File: src/rtl/ex_operand_stage.sv
// rtl/ex_operand_stage.sv - ID/EX pipeline register with execute-stage forwarding and operand select
module ex_operand_stage #(
  parameter int XLEN = 32
) (
  input  logic            clk,
  input  logic            reset,
  input  logic            StallE,
  input  logic            FlushE,
  input  logic [XLEN-1:0] RD1D,
  input  logic [XLEN-1:0] RD2D,
  input  logic [XLEN-1:0] ImmExtD,
  input  logic [XLEN-1:0] PCD,
  input  logic [4:0]      Rs1D,
  input  logic [4:0]      Rs2D,
  input  logic [4:0]      RdD,
  input  logic [2:0]      ALUControlD,
  input  logic            ALUSrcD,
  input  logic            RegWriteD,
  input  logic            MemWriteD,
  input  logic            BranchD,
  input  logic            JumpD,
  input  logic [1:0]      ResultSrcD,
  input  logic            ValidD,
  input  logic [1:0]      ForwardAE,
  input  logic [1:0]      ForwardBE,
  input  logic [XLEN-1:0] ALUResultM,
  input  logic [XLEN-1:0] ResultW,
  output logic [XLEN-1:0] SrcAE,
  output logic [XLEN-1:0] SrcBE,
  output logic [2:0]      ALUControlE,
  output logic [XLEN-1:0] WriteDataE,
  output logic [XLEN-1:0] PCE,
  output logic [XLEN-1:0] ImmExtE,
  output logic [4:0]      Rs1E,
  output logic [4:0]      Rs2E,
  output logic [4:0]      RdE,
  output logic            RegWriteE,
  output logic            MemWriteE,
  output logic            BranchE,
  output logic            JumpE,
  output logic            ValidE,
  output logic [1:0]      ResultSrcE
);

  logic [XLEN-1:0] rd1_e;
  logic [XLEN-1:0] rd2_e;
  logic            alu_src_e;

  // A bubble is indistinguishable from the reset state: zeroed indices keep hazard matches off.
  always_ff @(posedge clk or posedge reset) begin
    if (reset) begin
      rd1_e       <= '0;
      rd2_e       <= '0;
      ImmExtE     <= '0;
      PCE         <= '0;
      Rs1E        <= '0;
      Rs2E        <= '0;
      RdE         <= '0;
      ALUControlE <= '0;
      alu_src_e   <= 1'b0;
      RegWriteE   <= 1'b0;
      MemWriteE   <= 1'b0;
      BranchE     <= 1'b0;
      JumpE       <= 1'b0;
      ResultSrcE  <= '0;
      ValidE      <= 1'b0;
    end else if (FlushE) begin
      rd1_e       <= '0;
      rd2_e       <= '0;
      ImmExtE     <= '0;
      PCE         <= '0;
      Rs1E        <= '0;
      Rs2E        <= '0;
      RdE         <= '0;
      ALUControlE <= '0;
      alu_src_e   <= 1'b0;
      RegWriteE   <= 1'b0;
      MemWriteE   <= 1'b0;
      BranchE     <= 1'b0;
      JumpE       <= 1'b0;
      ResultSrcE  <= '0;
      ValidE      <= 1'b0;
    end else if (!StallE) begin
      rd1_e       <= RD1D;
      rd2_e       <= RD2D;
      ImmExtE     <= ImmExtD;
      PCE         <= PCD;
      Rs1E        <= Rs1D;
      Rs2E        <= Rs2D;
      RdE         <= RdD;
      ALUControlE <= ALUControlD;
      alu_src_e   <= ALUSrcD;
      RegWriteE   <= RegWriteD;
      MemWriteE   <= MemWriteD;
      BranchE     <= BranchD;
      JumpE       <= JumpD;
      ResultSrcE  <= ResultSrcD;
      ValidE      <= ValidD;
    end
  end

  // Select 11 is reserved and falls back to the registered operand.
  always_comb begin
    SrcAE = rd1_e;
    case (ForwardAE)
      2'b10:   SrcAE = ALUResultM;
      2'b01:   SrcAE = ResultW;
      default: SrcAE = rd1_e;
    endcase
  end

  always_comb begin
    WriteDataE = rd2_e;
    case (ForwardBE)
      2'b10:   WriteDataE = ALUResultM;
      2'b01:   WriteDataE = ResultW;
      default: WriteDataE = rd2_e;
    endcase
  end

  assign SrcBE = alu_src_e ? ImmExtE : WriteDataE;

endmodule

File: config.mk
export PLATFORM = sky130hd
export DESIGN_NAME = ex_operand_stage
export DESIGN_NICKNAME = d
export VERILOG_FILES = /design/src/rtl/ex_operand_stage.sv
export SDC_FILE = /design/constraint.sdc
export NUM_CORES = 1
export LEC_CHECK = 0
export CAP_MARGIN = 15
export CELL_PAD_IN_SITES_DETAIL_PLACEMENT = 0
export CELL_PAD_IN_SITES_GLOBAL_PLACEMENT = 1
export CORE_ASPECT_RATIO = 0.9
export CORE_MARGIN = 4
export CORE_UTILIZATION = 32
export CTS_BUF_LIST = sky130_fd_sc_hd__clkbuf_4
export CTS_CLUSTER_SIZE = 20
export DETAILED_ROUTE_END_ITERATION = 10
export PLACE_DENSITY_LB_ADDON = 0.1
export SKIP_LAST_GASP = 1
export SLEW_MARGIN = 5
export SYNTH_ARGS = -nofsm -noshare
export SYNTH_HDL_FRONTEND = slang
export SYNTH_SLANG_ARGS = --single-unit
export TNS_END_PERCENT = 30
File: constraint.sdc
create_clock -name clk -period 8.1 [get_ports clk]
set_clock_uncertainty 0.15 [all_clocks]
set_input_delay 1.62 -clock clk [delete_from_list [all_inputs] [get_ports clk]]
set_output_delay 1.62 -clock clk [all_outputs]
set_load 0.01 [all_outputs]
== Word level (Yosys, flattened, before mapping) ==
Cells that the tools add are included.

* Eq/ne operators: 5
* Multiplexer cells: 33

{| class="wikitable"
|+ Operators with widths
! operator !! count
|-
| 2-to-1 mux 32 bit || 9
|-
| case mux 32 bit (2 select lines) || 2
|-
| 2-to-1 mux 5 bit || 6
|-
| 2-to-1 mux 1 bit || 12
|-
| 2-to-1 mux 3 bit || 2
|-
| equality test 2 x 1 -> 1 bit, second input constant || 2
|-
| equality test 2 bit, second input constant || 2
|-
| 2-to-1 mux 2 bit || 2
|-
| inequality test 2 x 1 -> 1 bit, second input constant || 1
|}

* Register bits: 154
* Logic and storage cells: 53

== Logic depth before layout (Yosys ltp) ==
* Word-level depth: 3
* Mapped depth: 6

== Least setup slack after synthesis ==
No wires, ideal clock.

* Path type: input port to output port
* Start: in ForwardBE[0]
* End: out SrcBE[0]
* Arrival time: 2695 ps
* Data required time: 6330 ps
* Setup slack: 3635 ps
* Cell stages on the path: 6
* Cells stage by stage: inv_1 > ha_1 > buf_2 > buf_2 > nor2b_1 > o31ai_1

* Cells in the longest elaborated chain, start to end: 3
* Elaborated cells between the ends (all ways): 4

{| class="wikitable"
|+ Ends and longest elaborated chain
! element !! RTL line !! source
|-
| start: declaration || 25 || <nowiki>input logic [1:0] ForwardBE,</nowiki>
|-
| equality test 2 x 1 -> 1 bit or equality test 2 bit (tied branches) || 114 || <nowiki>case (ForwardBE)</nowiki>
|-
| case mux 32 bit (2 select lines) * || 114 ||
|-
| 2-to-1 mux 32 bit * || 121 || <nowiki>assign SrcBE = alu_src_e ? ImmExtE : WriteDataE;</nowiki>
|-
| end: declaration || 29 || <nowiki>output logic [XLEN-1:0] SrcBE,</nowiki>
|}

Mark *: on every way between the ends. The rest lies on a longest branch, timed or not.

== Worst setup path after layout ==
* Start: in ForwardBE[0]
* End: out SrcBE[1]

The elaborated chain is that of the path after synthesis.

==> reports/metrics.yaml <==
outcome: "finished clean"
hpwl_um: 24100
worstMarginPinSlew_ns: 1.07
finalHoldViolations: 0
ant_nets: 0
dieArea_mm2: 0.0272
ios: 411
initial_utilization: 0.325
drive_gt1_frac: 0.0391
register_area_mm2: 0.00385
cts_buffers: 17
synth.distinct_cells: 16
crit_type: "in -> out"
synth_cells: 794
synth_top_family_by_area: "multiplexers"
place_area_mm2: 0.0121
std_cell_rows: 54
synthXorXnorAreaFrac: 0
rsz0062_at_grt: "no"
yosys.area_share.simple: 0.144
hold_path.class: "reg -> reg"
cell_internal_pwr_w: 0.00130
grt-ovfl-total: 0
synthAdderAreaFrac: 0.00635
grt_max_degree: 102
grt_first_pass_wirelength_um: 48300
nFillCells: 2360
gp_congestion: 0.872
syn-mean-instance-area_um2: 9.93
holdBufCountCts: 0
design_area_mm2: 0.0124
p_sw_frac: 0.326
core_mm2: 0.0243
layout.nets: 1394
routed_wl_um: 32700
portBuffers: 410
num_vias: 7471
multi_input_area_mm2: 0.00366
clockPowerShare: 0.256
leakagePower_nw: 5.46
final_cell_mix: "408 x clkdlybuf4s50_1, 186 x nor2_1, 154 x mux2i_1"
first_global_vias: 7646
crit_required_ns: 6.33
antenna_found_initial: 4
insertion_delay_ns: 0.56
period_share: 0.746
syn2layout_area_growth_pct: 56.8
seq_area_frac_synth: 0.489
h-tree-depth: 4
muxShareOfSynthArea: 0.195
max_cap_viol_count: 0
drt_iter0_markers: 417
hold_path_depth: 2
avgViaCountPerCell: 5.02
worst-path-max-fanout: 44
netlist_area_mm2: 0.00789
slew_headroom: 0.284
cts_buffer_depth: 2
setup_tns_ns: 0
die-width_um: 173
die_h_um: 157
cts_setup_buffers: 0
fmax_mhz: 165
drv_slew: 0
cts.repair.resized: 0
total_power_w: 0.00193
p_switching_w: 0.000629
track_usage: 0.232
cp-start-kind: "input pin"
drtPass1Iterations: 5
pwr-share-comb: 0.308
routedWlPerCell_um: 22.0
syn_nets: 1024
yosys_warnings: 0
crit_path_end_kind: "output port"
cts_tree: "built"
setup_viol: 0
cts_sinks: 154
reg2reg_slack_ns: 6.97
p_per_area_mw_per_mm2: 156
post-route-drc-count: 0
critical_path_arrival_ns: 4.27
peakVddDrop_mv: 0.0958
final.min_clock_period_ns: 6.04
clk_pin_slew_worst_paths_ns: 0.15
mostFrequentLayoutCell: "clkdlybuf4s50_1"
synth_compound_area_frac: 0.117
seq_power_share: 0.436
ctsRootBufferMaster: "clkbuf_4"
yosys_register_bits: 154
reg2reg_depth: 2
==> critical path: stages <==
cell and delay (ns):
clkdlybuf4s50_1 0.49, inv_1 0.05, ha_2 0.57, buf_4 0.48
a221oi_1 0.13, o31ai_1 0.29, clkdlybuf4s50_1 0.61
==> per-stage QoR <==
stage | utilization | instances | hold WS [ns] | worst slack [ns]
after global placement | 0.498 | 1453 | 0.353 | 2.07
after floorplan | - | 794 | 0.339 | 2.18
after global routing | 0.510 | 1487 | 0.414 | 1.86
after CTS | 0.510 | 1485 | 0.394 | 2.05
after detailed placement | 0.498 | 1453 | 0.362 | 2.05
final | 0.510 | 1487 | 0.389 | 2.06
==> layout make-up <==
cell class,count,share of cell area
diodes,2,0.000405
clock buffers,17,0.0103
clock inverters,15,0.0123
inverters,5,0.00192
multi-input cells,568,0.296
flip-flops and latches,154,0.312
well taps,308,0.0312
repair buffers,418,0.337
==> routing by layer <==
layer,track usage,vias to the layer above,wire length [um]
li1,-,3510,-
met1,0.282,3606,13200
met2,0.392,317,16000
met3,0.0893,34,2950
met4,0.0600,4,541
met5,0,-,24
==> Yosys cell counts <==
| master | count | area (um2) |
|---|---|---|
| buf_6 | 7 | 78.8 |
| buf_1 | 2 | 7.51 |
| a22oi_1 | 32 | 240 |
| nor2b_1 | 32 | 200 |
| dfrtp_1 | 154 | 3850 |
| buf_2 | 18 | 90.1 |
| buf_4 | 10 | 75.1 |
| inv_1 | 5 | 18.8 |
| mux2i_1 | 154 | 1540 |
| ha_1 | 4 | 50.1 |
| nand2_1 | 64 | 240 |
| clkbuf_1 | 30 | 113 |
| nor2_1 | 186 | 698 |
| o21ai_0 | 32 | 160 |
| a221oi_1 | 32 | 280 |
| o31ai_1 | 32 | 240 |
==> flip-flops by register name, indices dropped and copies added (netlist names) <==
| signal | flops |
|---|---|
| ImmExtE | 32 |
| PCE | 32 |
| rd1_e | 32 |
| rd2_e | 32 |
| RdE | 5 |
| Rs1E | 5 |
| Rs2E | 5 |
| ALUControlE | 3 |
| ResultSrcE | 2 |
| BranchE | 1 |
| JumpE | 1 |
| MemWriteE | 1 |
| RegWriteE | 1 |
| ValidE | 1 |
| alu_src_e | 1 |
==> worst paths after layout <==
| path | start | endpoint |
|---|---|---|
| min reg2reg | rd1_e[12] | rd1_e[12] |
| max | ForwardBE[0] | SrcBE[1] |
| max in group asynchronous | reset | PCE[2] |
| min in group asynchronous | reset | Rs1E[4] |
| min | rd1_e[12] | rd1_e[12] |
| max reg2reg | alu_src_e | alu_src_e |
==> power by group through the flow <==
| stage | Clock [W] | Combinational, W | Sequential, W |
|---|---|---|---|
| after floorplan | 0 | 0.000241 | 0.000860 |
| after global placement | 0 | 0.000599 | 0.000854 |
| after detailed placement | 0 | 0.000599 | 0.000855 |
| after CTS | 0.000517 | 0.000602 | 0.000841 |
| after global routing | 0.000550 | 0.000638 | 0.000848 |
| final | 0.000495 | 0.000594 | 0.000841 |
==> logic make-up after synthesis <==
family	Yosys count
buf+inv	72
mux	154
fa+ha+maj	4
compound gates	128
flops	154
simple gates	282
No activity file was read; power rests on OpenSTA's default activity.
